`src/rtl/sensor_packet_framer.sv`:
```
`default_nettype none
// ============================================================================
// Module   : sensor_packet_framer
// Purpose  : Buffers 102-bit sensor iteration records from the triad manager
//            in a small FIFO. Each record is framed as one byte packet for the
//            MCU link: HEADER, then 13 payload bytes (MSB byte first), then an
//            optional XOR checksum byte.
// Option   : PACKET_CHECKSUM_EN - when defined, a 15th byte is appended. It is
//            the XOR of the 13 payload bytes; the header is not included.
// Ports    : clk_72MHz          system clock, rising edge
//            reset              synchronous, active-high
//            data_avl           one-cycle strobe qualifying sensor_iterations
//            sensor_iterations  [101:0] record to buffer
//            byte_out           [7:0] current packet byte (registered)
//            byte_valid         byte_out holds a byte to transfer
//            byte_ready         transmitter accepts byte_out this cycle
//            fifo_level         records queued, excluding the one being sent
//            drop_count         records lost to overflow, saturating at 255
//            busy               high while a packet is being emitted
// Revision : 1.0 - initial release
// ============================================================================
module sensor_packet_framer #(
  parameter int         DEPTH  = 4,
  parameter logic [7:0] HEADER = 8'hA5
) (
  input  logic                     clk_72MHz,
  input  logic                     reset,
  input  logic                     data_avl,
  input  logic [101:0]             sensor_iterations,
  output logic [7:0]               byte_out,
  output logic                     byte_valid,
  input  logic                     byte_ready,
  output logic [$clog2(DEPTH):0]   fifo_level,
  output logic [7:0]               drop_count,
  output logic                     busy
);

  localparam int               PTR_W      = $clog2(DEPTH);
  localparam int               LVL_W      = PTR_W + 1;
  localparam logic [LVL_W-1:0] c_FULL     = LVL_W'(DEPTH);
  localparam logic [3:0]       c_LAST_IDX = 4'd12;

`ifdef PACKET_CHECKSUM_EN
  typedef enum logic [1:0] {
    S_IDLE     = 2'd0,
    S_HEADER   = 2'd1,
    S_PAYLOAD  = 2'd2,
    S_CHECKSUM = 2'd3
  } state_t;
`else
  typedef enum logic [1:0] {
    S_IDLE     = 2'd0,
    S_HEADER   = 2'd1,
    S_PAYLOAD  = 2'd2
  } state_t;
`endif

  // FIFO storage and bookkeeping. The occupancy counter is kept separately
  // from the pointers so that full and empty cannot be confused.
  logic [101:0]       r_mem [DEPTH];
  logic [PTR_W-1:0]   r_wr_ptr;
  logic [PTR_W-1:0]   r_rd_ptr;
  logic [LVL_W-1:0]   r_count;
  logic [7:0]         r_drop;

  // Framer state
  state_t             r_state,  w_state_nxt;
  logic [3:0]         r_idx,    w_idx_nxt;
  logic [103:0]       r_shreg,  w_shreg_nxt;
  logic [7:0]         r_byte,   w_byte_nxt;
  logic               r_valid,  w_valid_nxt;
  logic               r_busy,   w_busy_nxt;
`ifdef PACKET_CHECKSUM_EN
  logic [7:0]         r_csum,   w_csum_nxt;
`endif

  logic               w_xfer;
  logic               w_pop;
  logic               w_push;
  logic               w_done;
  logic               w_fifo_empty;
  logic [7:0]         w_head;
  logic [103:0]       w_shift;

  assign w_xfer       = r_valid & byte_ready;
  assign w_fifo_empty = (r_count == '0);
  assign w_head       = r_shreg[103:96];
  assign w_shift      = {r_shreg[95:0], 8'h00};
  // A full FIFO still accepts a record when the head leaves on the same edge.
  assign w_push       = data_avl & ((r_count != c_FULL) | w_pop);

  // Next-state and output logic. The shift register always holds the next
  // payload byte in its top 8 bits, so each transfer presents w_head.
  always_comb begin
    w_state_nxt = r_state;
    w_idx_nxt   = r_idx;
    w_shreg_nxt = r_shreg;
    w_byte_nxt  = r_byte;
    w_valid_nxt = r_valid;
    w_busy_nxt  = r_busy;
`ifdef PACKET_CHECKSUM_EN
    w_csum_nxt  = r_csum;
`endif
    w_pop       = 1'b0;
    w_done      = 1'b0;

    case (r_state)
      S_IDLE: begin
        w_pop = ~w_fifo_empty;
      end
      S_HEADER: begin
        if (w_xfer) begin
          w_byte_nxt  = w_head;
          w_shreg_nxt = w_shift;
`ifdef PACKET_CHECKSUM_EN
          w_csum_nxt  = w_head;
`endif
          w_idx_nxt   = 4'd0;
          w_state_nxt = S_PAYLOAD;
        end
      end
      S_PAYLOAD: begin
        if (w_xfer) begin
          if (r_idx != c_LAST_IDX) begin
            w_byte_nxt  = w_head;
            w_shreg_nxt = w_shift;
`ifdef PACKET_CHECKSUM_EN
            w_csum_nxt  = r_csum ^ w_head;
`endif
            w_idx_nxt   = r_idx + 4'd1;
          end else begin
`ifdef PACKET_CHECKSUM_EN
            w_byte_nxt  = r_csum;
            w_state_nxt = S_CHECKSUM;
`else
            w_done      = 1'b1;
`endif
          end
        end
      end
`ifdef PACKET_CHECKSUM_EN
      S_CHECKSUM: begin
        if (w_xfer) w_done = 1'b1;
      end
`endif
      default: begin
        w_state_nxt = S_IDLE;
      end
    endcase

    // Last byte accepted: fall back to idle unless another record is queued.
    if (w_done) begin
      w_state_nxt = S_IDLE;
      w_valid_nxt = 1'b0;
      w_busy_nxt  = 1'b0;
      w_byte_nxt  = 8'h00;
      w_pop       = ~w_fifo_empty;
    end

    // Pop the FIFO head into the shifter and present the header next cycle.
    if (w_pop) begin
      w_shreg_nxt = {2'b00, r_mem[r_rd_ptr]};
      w_byte_nxt  = HEADER;
      w_valid_nxt = 1'b1;
      w_busy_nxt  = 1'b1;
      w_idx_nxt   = 4'd0;
      w_state_nxt = S_HEADER;
    end
  end

  always_ff @(posedge clk_72MHz) begin
    if (reset) begin
      r_wr_ptr <= '0;
      r_rd_ptr <= '0;
      r_count  <= '0;
      r_drop   <= 8'h00;
      r_state  <= S_IDLE;
      r_idx    <= 4'd0;
      r_shreg  <= '0;
      r_byte   <= 8'h00;
      r_valid  <= 1'b0;
      r_busy   <= 1'b0;
`ifdef PACKET_CHECKSUM_EN
      r_csum   <= 8'h00;
`endif
    end else begin
      r_state <= w_state_nxt;
      r_idx   <= w_idx_nxt;
      r_shreg <= w_shreg_nxt;
      r_byte  <= w_byte_nxt;
      r_valid <= w_valid_nxt;
      r_busy  <= w_busy_nxt;
`ifdef PACKET_CHECKSUM_EN
      r_csum  <= w_csum_nxt;
`endif
      if (w_push) begin
        r_mem[r_wr_ptr] <= sensor_iterations;
        r_wr_ptr        <= r_wr_ptr + PTR_W'(1);
      end
      if (w_pop) begin
        r_rd_ptr <= r_rd_ptr + PTR_W'(1);
      end
      case ({w_push, w_pop})
        2'b10:   r_count <= r_count + LVL_W'(1);
        2'b01:   r_count <= r_count - LVL_W'(1);
        default: r_count <= r_count;
      endcase
      if (data_avl && !w_push && (r_drop != 8'hFF)) begin
        r_drop <= r_drop + 8'd1;
      end
    end
  end

  assign byte_out   = r_byte;
  assign byte_valid = r_valid;
  assign busy       = r_busy;
  assign fifo_level = r_count;
  assign drop_count = r_drop;

endmodule
`default_nettype wire

```
`config.mk`:
```
export PLATFORM = sky130hd
export DESIGN_NAME = sensor_packet_framer
export DESIGN_NICKNAME = d
export VERILOG_FILES = /design/src/rtl/sensor_packet_framer.sv
export SDC_FILE = /design/constraint.sdc
export NUM_CORES = 1
export LEC_CHECK = 0
export BUFFER_PORTS_ARGS = -buffer_cell sky130_fd_sc_hd__buf_2
export CAP_MARGIN = 20
export CORE_MARGIN = 8
export CORE_UTILIZATION = 54
export CTS_CLUSTER_SIZE = 14
export DETAILED_ROUTE_END_ITERATION = 10
export GPL_TIMING_DRIVEN = 0
export PLACE_DENSITY = 0.75
export SETUP_SLACK_MARGIN = 0.1
export SLEW_MARGIN = 20
export SYNTH_ARGS = -nofsm -noshare
export SYNTH_HDL_FRONTEND = slang
export SYNTH_SLANG_ARGS = --single-unit
```
`constraint.sdc`:
```
create_clock -name clk_72MHz -period 4.4 [get_ports clk_72MHz]
set_clock_uncertainty 0.15 [all_clocks]
set_input_delay 0.66 -clock clk_72MHz [delete_from_list [all_inputs] [get_ports clk_72MHz]]
set_output_delay 0.66 -clock clk_72MHz [all_outputs]
set_load 0.01 [all_outputs]
```
==> results_dict.tcl, run 1 <==
set metrics [dict create \
    vias_per_cell 5.798 \
    worst-path-max-fanout 40 \
    port_buffers 125 \
    synth-seq-cells 544 \
    maxCapViolations 0 \
    drt-total-wl_um 43600 \
    antenna_found_initial 9 \
    tightest_slew_ps 717.1 \
    final_antenna_net_count 0 \
    start_util 0.5424 \
    syn_inst 1277 \
    syn_to_final_growth_pct 15.19 \
    rrSetupSlack_ps 1460 \
    cp_top_family "simple AND/OR/NAND/NOR gates" \
    hold_slack_ps 126.2 \
    hold_viol 0 \
    place_inst 1928 \
    post_cts_buffers 0 \
    routedWlPerCell_um 21.51 \
    drcViolationCount 0 \
    crit_type "register to register" \
    synth.net_count 1394 \
    pin_count 127 \
    yosysWarnings 0 \
    grt_pass1_wl_um 67200 \
    slowest_stage "and2_4" \
    cts_buffers 54 \
    grt_overflow_total 0 \
    hpwl_um 28390 \
    synth.distinct_cells 55 \
    worstPathCellList "inv_1, ha_1, buf_6, nand4_1, o21ai_0, nand2_1, nor2_1, and2_4, buf_16" \
    clk_path_buf_depth 3 \
    clkSlewWorstSetupHoldPaths_ps 60 \
    h-tree-depth 2 \
    post_cts_resized 0 \
    place_ws_ps 1380 \
    drt-pass1-iter-count 5 \
    cellPowerDensity_mw_per_mm2 562.9 \
    ctsRootBufferMaster "clkbuf_16" \
    setup.worst_path.start_class "register" \
    cp_num_buf_inv 3 \
    fin_ws_ps 1462 \
    fin_setup_tns_ps 0 \
    die_area_sq_mm 0.04499 \
    synth_edf_count 408 \
    maxSlewViolCount 0 \
    grt_pass1_vias 11900 \
    grt_max_degree 48 \
    gp_congestion 0.8413 \
    arrival_ps 3050 \
    status "completed" \
    synth_area_sq_mm 0.02077 \
    n_fill_cell 2703 \
    fin_cells 2027 \
    rows 72 \
    slowest_delay_ps 520 \
    fp.dieW_um 212.1 \
    worstHoldPathType "input port to register" \
    endpoint_kind "register" \
    syn_avg_cell_area_sq_um 16.26 \
    max-vdd-ir-drop_mv 0.3426 \
    period_needed_ps 2938 \
    cts_tree "yes" \
    p_total_uw 13470 \
    clock_sinks 544 \
    p_leak_uw 0.007847 \
    slew_headroom 0.5219 \
    crit_required_ps 4520 \
    nets 1583 \
    ctsHoldBuffers 0 \
    via_count 11750 \
    die_y_um 212.1 \
    rsz0062_at_grt "no" \
    drive_above_1_share 0.2533 \
    yosysSeqAreaShare 0.7211 \
    max_freq_mhz 340.4 \
    synth-main-ff-cell "edfxtp_1" \
    core-area_sq_mm 0.03829 \
    grt_usage 0.1946 \
    finalCritPeriodShare 0.6677 \
    dr.first_iter.drc_count 1072 \
    clkLatencyLatePin_ps 600 \
    synth-async-reset-ratio 0 \
    setup_viol 0 \
]
-- routing by layer --
metal / wire [um] / share of wire / global-route usage
met3: 2796 / 0.064 / 0.04304
met5: 96 / 0.0022 / 0
met1: 18890 / 0.43 / 0.2615
met4: 1113 / 0.026 / 0.06518
met2: 20700 / 0.47 / 0.3141
-- state kept, by name, summed over array words and instances (netlist names), named ones only --
name        count
fifo_level      3
r_shreg       104
byte_out        8
drop_count      8
r_idx           4
r_rd_ptr        2
r_state         2
r_mem         408
r_wr_ptr        2
busy            1
-- worst register-to-register path, stage by stage, from the launching register on --
cell and delay, ps:
dfxtp_1 320, inv_1 80, ha_1 170, buf_6 130, nand4_1 170, o21ai_0 290
nand2_1 150, nor2_1 270, and2_4 520, buf_16 280
-- final cells by class --
cell class,count,area (sq um),area share
repair buffers,133,845.8,0.03536
inverters,10,37.54,0.001569
clock buffers,65,1435,0.05999
clock inverters,33,212.7,0.008892
multi-input cells,639,5316,0.2222
flip-flops and latches,544,14970,0.6260
well taps,518,648.1,0.02709
plain buffers,84,449.2,0.01878
diodes,1,2.502,0.0001046
-- final timing paths --
| kind | start | endpoint | cells after the start |
|---|---|---|---|
| worst max-delay path | r_state[0]$_SDFFE_PP0P_ | r_mem[2][54]$_DFFE_PP_ | 9 |
| worst min-delay path | sensor_iterations[28] | r_mem[0][28]$_DFFE_PP_ | 1 |
| worst max register to register | r_state[0]$_SDFFE_PP0P_ | r_mem[2][54]$_DFFE_PP_ | 9 |
| worst min register to register | byte_out[6]$_SDFFE_PP0P_ | byte_out[6]$_SDFFE_PP0P_ | 2 |
-- metrics by stage --
stage,instance area [sq um],utilization
2_1_floorplan,20770,-
3_3_place_gp,22040,0.5758
3_5_place_dp,22270,0.5817
4_1_cts,23920,0.6247
5_1_grt,23920,0.6248
6_report,23920,0.6248
-- cells by family (layout without fill, tap and decap cells) --
family                     Yosys count  after routing  share of synthesized area
other                                0              1                          0
AOI/OAI and AO/OA                  140            140                    0.05886
DFF                                544            544                     0.7211
buffers and inverters               94            325                    0.02344
adders and majority gates           11             11                   0.006989
muxes                              108            108                     0.1136
and+or+nand+nor                    371            371                    0.07230
xor gates and xnor gates             9              9                   0.003796
-- synth_stat cells, types with 2 or more instances --
| cell | n | area (sq um) |
|---|---|---|
| edfxtp_1 | 408 | 12250 |
| nand2_1 | 211 | 792.0 |
| dfxtp_1 | 136 | 2723 |
| nor2_1 | 122 | 457.9 |
| mux4_2 | 102 | 2297 |
| a311oi_1 | 84 | 735.7 |
| buf_2 | 35 | 175.2 |
| clkbuf_1 | 32 | 120.1 |
| a21oi_1 | 12 | 60.06 |
| buf_6 | 11 | 123.9 |
| a311oi_2 | 10 | 150.1 |
| ha_1 | 10 | 125.1 |
| inv_1 | 10 | 37.54 |
| a22oi_1 | 8 | 60.06 |
| nand3_1 | 8 | 40.04 |
| nor3_1 | 7 | 35.03 |
| xnor2_1 | 6 | 52.55 |
| and2_1 | 5 | 31.28 |
| mux2i_1 | 5 | 50.05 |
| a31oi_1 | 4 | 25.02 |
| buf_1 | 4 | 15.01 |
| a211oi_1 | 3 | 22.52 |
| and3_1 | 3 | 18.77 |
| o21ai_0 | 3 | 15.01 |
| xor2_1 | 3 | 26.28 |
| a2111oi_2 | 2 | 30.03 |
| buf_4 | 2 | 15.01 |
| nand4_1 | 2 | 12.51 |
| nor2b_1 | 2 | 12.51 |
| or3_1 | 2 | 12.51 |
-- layout by cell type (no fill, tap or decap), types with 3 or more instances in the layout --
cell type,netlist,final
dfxtp_1,136,136
and2_4,0,4
buf_16,0,8
ha_1,10,10
edfxtp_1,408,408
a211oi_1,3,3
a311oi_1,84,84
a21oi_1,12,12
clkbuf_16,0,56
and3_1,3,3
buf_2,35,160
nor2_1,122,122
nand2_1,211,211
nor3_1,7,7
a22oi_1,8,8
a31oi_1,4,4
nand3_1,8,8
buf_6,11,11
mux4_2,102,102
inv_1,10,10
clkinvlp_4,0,3
mux2i_1,5,5
o21ai_0,3,3
clkinv_1,0,14
clkbuf_1,32,41
xnor2_1,6,6
xor2_1,3,3
buf_1,4,4
a311oi_2,10,10
clkinv_2,0,10
-- power breakdown --
part,switching [uW],internal (uW),total [uW]
Sequential,276,6040,6320
Clock,1870,2430,4300
Combinational,1660,1200,2850
Power figures use the tool's default switching activity.
==> run 2, diff against run 1 <==
==> constraint.sdc (replaced) <==
create_clock -name clk_72MHz -period 2.5 [get_ports clk_72MHz]
set_clock_uncertainty 0.15 [all_clocks]
set_input_delay 0.375 -clock clk_72MHz [delete_from_list [all_inputs] [get_ports clk_72MHz]]
set_output_delay 0.375 -clock clk_72MHz [all_outputs]
set_load 0.01 [all_outputs]
==> results_dict.tcl, run 2 (synthesis gave the netlist of run 1 again) <==
set metrics [dict create \
    layout_commonest_cell "edfxtp_1" \
    cellPowerDensity_mw_per_mm2 942.1 \
    syn_to_final_growth_pct 22.15 \
    cts_buffers 53 \
    start_util 0.5424 \
    via_count 12480 \
    crit_type "register to register" \
    finalCritPeriodShare 0.9573 \
    die_y_um 212.1 \
    die_area_sq_mm 0.04499 \
    final_cell_mix "edfxtp_1, nand2_1, buf_2" \
    final_area_sq_mm 0.02537 \
    port_buffers 125 \
    grt_pass1_wl_um 71240 \
    worst-path-max-fanout 8 \
    p_leak_uw 0.008448 \
    fp.dieW_um 212.1 \
    rrSetupSlack_ps 110 \
    hold_start "reset" \
    tightest_slew_ps 710.7 \
    period_needed_ps 2393 \
    clkLatencyLatePin_ps 600 \
    drive_above_1_share 0.2547 \
    arrival_ps 2530 \
    crit_required_ps 2640 \
    drcViolationCount 0 \
    grt_overflow_total 0 \
    reg_top3 "r_mem: 408 flops, r_shreg: 104 flops" \
    clock_sinks 544 \
    worstReg2RegStart "r_state[0]$_SDFFE_PP0P_" \
    gp_congestion 0.8376 \
    pin_count 127 \
    clkSlewWorstSetupHoldPaths_ps 60 \
    final_antenna_net_count 0 \
    cts_tree "yes" \
    max-vdd-ir-drop_mv 0.5948 \
    worstHoldPathType "input port to register" \
    hold_viol 0 \
    rows 72 \
    hpwl_um 28860 \
    vias_per_cell 5.782 \
    utilization 0.6625 \
    slew_headroom 0.5262 \
    dr.first_iter.drc_count 1198 \
    largest_register_ffs 408 \
    setup_viol 0 \
    grt_usage 0.2052 \
    largest_register "r_mem" \
    h-tree-depth 2 \
    antenna_found_initial 7 \
    ctsRootBufferMaster "clkbuf_16" \
    grt_max_degree 45 \
    nets 1714 \
    maxCapViolations 0 \
    rsz0062_at_grt "yes" \
    status "completed" \
    setup.worst_path.start_class "register" \
    routedWlPerCell_um 22.12 \
    place_area_sq_mm 0.02229 \
    cp-startpoint "r_state[0]$_SDFFE_PP0P_" \
    drt-pass1-iter-count 7 \
    grt_pass1_vias 12630 \
    core-area_sq_mm 0.03829 \
    max_freq_mhz 417.9 \
    clk_path_buf_depth 3 \
    drt-total-wl_um 47740 \
    maxSlewViolCount 0 \
    endpoint_kind "register" \
]
-- run 2: worst paths after layout --
check | to | cells past startpoint
setup / recovery | r_mem[1][48]$_DFFE_PP_ | 10
hold / removal | fifo_level[2]$_SDFFE_PP0P_ | 3
setup reg to reg | r_mem[1][48]$_DFFE_PP_ | 10
hold reg to reg | byte_out[6]$_SDFFE_PP0P_ | 2
-- run 2: what timing repair did --
item | 4_1_cts | 5_1_grt
hold buffers | 103 | 0
gates cloned | 5 | 7
setup endpoints to repair | 325 | 507
endpoints found under the hold margin | 409 | 0
pin swaps | 5 | 7
resized for setup | 6 | 18
setup buffers | 8 | 10
-- run 2: critical path: stages (launching register included) --
cell and delay (ps):
dfxtp_2 330, inv_2 70, ha_4 130, buf_6 120
nand4_1 170, o21ai_2 220, nand2_2 100, nor2_4 170
and2_4 300, buf_12 170, buf_16 150
-- run 2: layout make-up --
type,instances,area [sq um]
clock inverter,17,96.34
multi-input combinational,644,5405
tap,518,648.1
antenna,3,7.507
sequential,544,14980
clock buffer,78,1491
timing repair buffer,260,2237
fill,2587,12920
inverter,10,37.54
buffer,84,466.7
-- run 2: power breakdown --
group	total, uW	switching, uW	internal, uW
clock	7350	3220	4120
sequential	11100	499	10600
combinational	5420	3100	2320
total	23900	6820	17100
-- run 2: layer usage --
metal  vias to the layer above  track usage  share of wire
li1                       5606            -              -
met1                      6298       0.2777           0.42
met2                       475       0.3334           0.48
met3                        91      0.04525          0.077
met4                         8      0.05919          0.024
met5                         -            0        0.00092
-- run 2: through the flow --
stage	power [uW]	hold slack (ps)	std cells	TNS (ps)	worst slack, ps
finish	23900	270.9	2158	0	106.8
global route	24910	293.0	2158	-5.740	-5.740
CTS	23880	225.5	2139	0	58.49
detailed placement	16310	303.9	1928	-31930	-140.3
global placement	16100	298.1	1920	-284570	-713.9
floorplan	14780	281.2	1277	-9943	-24.37
==> run 3, diff against run 2 <==
--- a/config.mk
+++ b/config.mk
@@ -8,11 +8,11 @@
 export BUFFER_PORTS_ARGS = -buffer_cell sky130_fd_sc_hd__buf_2
 export CAP_MARGIN = 20
 export CORE_MARGIN = 8
-export CORE_UTILIZATION = 54
+export CORE_UTILIZATION = 60
 export CTS_CLUSTER_SIZE = 14
 export DETAILED_ROUTE_END_ITERATION = 10
 export GPL_TIMING_DRIVEN = 0
-export PLACE_DENSITY = 0.75
+export PLACE_DENSITY = 0.79
 export SETUP_SLACK_MARGIN = 0.1
 export SLEW_MARGIN = 20
 export SYNTH_ARGS = -nofsm -noshare
==> constraint.sdc (replaced) <==
create_clock -name clk_72MHz -period 2.4 [get_ports clk_72MHz]
set_clock_uncertainty 0.15 [all_clocks]
set_input_delay 0.36 -clock clk_72MHz [delete_from_list [all_inputs] [get_ports clk_72MHz]]
set_output_delay 0.36 -clock clk_72MHz [all_outputs]
set_load 0.01 [all_outputs]
==> results_dict.tcl, run 3 (synthesis gave the netlist of run 1 again) <==
set metrics [dict create \
    status "finished, violations left" \
    violations "negative setup slack" \
    antenna_found_initial 4 \
    vias_per_cell 6.122 \
    cp-startpoint "r_state[0]$_SDFFE_PP0P_" \
    whs_endpoint "byte_out[3]$_SDFFE_PP0P_" \
    r2r-end "r_shreg[23]$_SDFFE_PP0P_" \
    max-vdd-ir-drop_mv 0.7153 \
    hold_slack_ps 306.1 \
    clkLatencyLatePin_ps 570 \
    maxCapViolations 0 \
    reg_top3 "r_mem: 408 flops, r_shreg: 104 flops" \
    largest_register_ffs 408 \
    period_needed_ps 2452 \
    place_ws_ps -267.3 \
    dr.first_iter.drc_count 1389 \
    die_y_um 202.0 \
    hpwl_um 28140 \
    final_antenna_net_count 0 \
    finalCritPeriodShare 1.022 \
    port_buffers 125 \
    fp.dieW_um 202.0 \
    clock_sinks 544 \
    slew_headroom 0.4930 \
    worstHoldPathType "register to register" \
    grt_overflow_total 0 \
    hold_depth 2 \
    syn_to_final_growth_pct 24.82 \
    h-tree-depth 2 \
    grt_usage 0.2270 \
    setup_viol 1 \
    crit_required_ps 2670 \
    grt_pass1_vias 12870 \
    drcViolationCount 0 \
    cellPowerDensity_mw_per_mm2 1004 \
    core-area_sq_mm 0.03429 \
    rows 68 \
    rsz0062_at_grt "yes" \
    nets 1738 \
    r2r_cells 9 \
    grt_max_degree 49 \
    drive_above_1_share 0.2853 \
    cts_tree "yes" \
    ctsRootBufferMaster "clkbuf_16" \
    endpoint_kind "register" \
    pin_count 127 \
    fin_ws_ps -52.22 \
    max_freq_mhz 407.8 \
    slowest_delay_ps 430 \
    final_cell_mix "edfxtp_1, nand2_1, buf_2" \
    maxSlewViolCount 0 \
    insertedDiodeCount 0 \
    setup.worst_path.start_class "register" \
    die_area_sq_mm 0.04082 \
    hold_viol 0 \
    cp_common_cell "buf_4" \
    worstReg2RegStart "r_state[0]$_SDFFE_PP0P_" \
    slowest_stage "a311oi_1" \
    worst-path-max-fanout 10 \
    arrival_ps 2730 \
    gp_congestion 0.8509 \
    drt-total-wl_um 52600 \
    drt-pass1-iter-count 6 \
    tightest_slew_ps 760.4 \
    largest_register "r_mem" \
    layout_commonest_cell "edfxtp_1" \
    clkSlewWorstSetupHoldPaths_ps 70 \
    place_area_sq_mm 0.02218 \
    hold_start "byte_out[3]$_SDFFE_PP0P_" \
    start_util 0.6057 \
    p_leak_uw 0.008795 \
    routedWlPerCell_um 24.81 \
    multiInputGateArea_sq_mm 0.005460 \
    cts_buffers 53 \
    grt_pass1_wl_um 72530 \
    utilization 0.7560 \
    crit_type "register to register" \
    final_area_sq_mm 0.02592 \
    worstPathCellList "inv_2, buf_4, ha_4, a41o_1, nand3_4, buf_4, clkbuf_4, nor2_1, a311oi_1" \
    register_area_sq_mm 0.01498 \
    clk_path_buf_depth 3 \
    via_count 12980 \
    rrSetupSlack_ps -50 \
    n_fill_cell 1870 \
]
[run 3: cell types whose count changed in the layout (fill, tap and decap cells not counted), sizes merged]
| cell | before | now |
|---|---|---|
| clkbuf | 123 | 145 |
| buf | 196 | 205 |
| clkinv | 12 | 9 |
| diode | 3 | 0 |
| bufinv | 0 | 2 |
| and2 | 11 | 10 |
| clkinvlp | 2 | 1 |
[run 3: stage by stage]
step | TNS, ps | instances | power (uW)
finish | -52.22 | 2120 | 26030
global route | -560.5 | 2120 | 26940
CTS | 0 | 2081 | 25430
detailed placement | -74400 | 1865 | 16930
global placement | -339900 | 1857 | 16760
floorplan | -50740 | 1277 | 15400
[run 3: critical path, delay by kind of cell (launching register included)]
family                   cells  cell delay (ps)
AO/OA/AOI/OAI                2              690
adder cells (fa/ha/maj)      1              180
buffers and inverters        4              690
flip-flops                   1              330
AND/OR/NAND/NOR              2              250
[run 3: where the power goes]
group          total [uW]  switching [uW]  leakage, uW  internal (uW)
registers           11600             549      0.00483          11100
logic                6150            3470      0.00311           2680
clock network        8260            3440     0.000854           4820
[run 3: timing repair]
item                                   4_1_cts  5_1_grt
gates cloned                                 5       21
buffers inserted                             9       21
endpoints found under the hold margin      409        0
setup endpoints to repair                  483      494
pin swaps                                   10        6
resized for setup                           25       68
hold buffers                               103        0
[run 3: worst max-delay path by stage]
stage,cells after the start,end,slack (ps)
3_5_place_dp,5,r_mem[3][57]$_DFFE_PP_,-270
3_3_place_gp,4,r_mem[1][50]$_DFFE_PP_,-850
4_1_cts,5,r_shreg[83]$_SDFFE_PP0P_,60
2_1_floorplan,8,r_mem[0][0]$_DFFE_PP_,-120
6_report,9,r_shreg[23]$_SDFFE_PP0P_,-50
5_1_grt,9,r_shreg[69]$_SDFFE_PP0P_,-60
[run 3: layer usage]
metal,up-vias,GRT usage,part of all wire
li1,5656,-,-
met2,658,0.3795,0.50
met4,8,0.06966,0.034
met3,138,0.04163,0.080
met1,6518,0.3014,0.39
met5,-,0,0.00099
[run 3: cell type report]
type	instances	area share
Buffer	83	0.02061
Clock buffer	84	0.06202
Clock inverter	15	0.005309
Inverter	10	0.001448
Multi-Input combinational cell	643	0.2106
Sequential cell	544	0.5778
Tap cell	455	0.02196
Timing Repair Buffer	286	0.1002
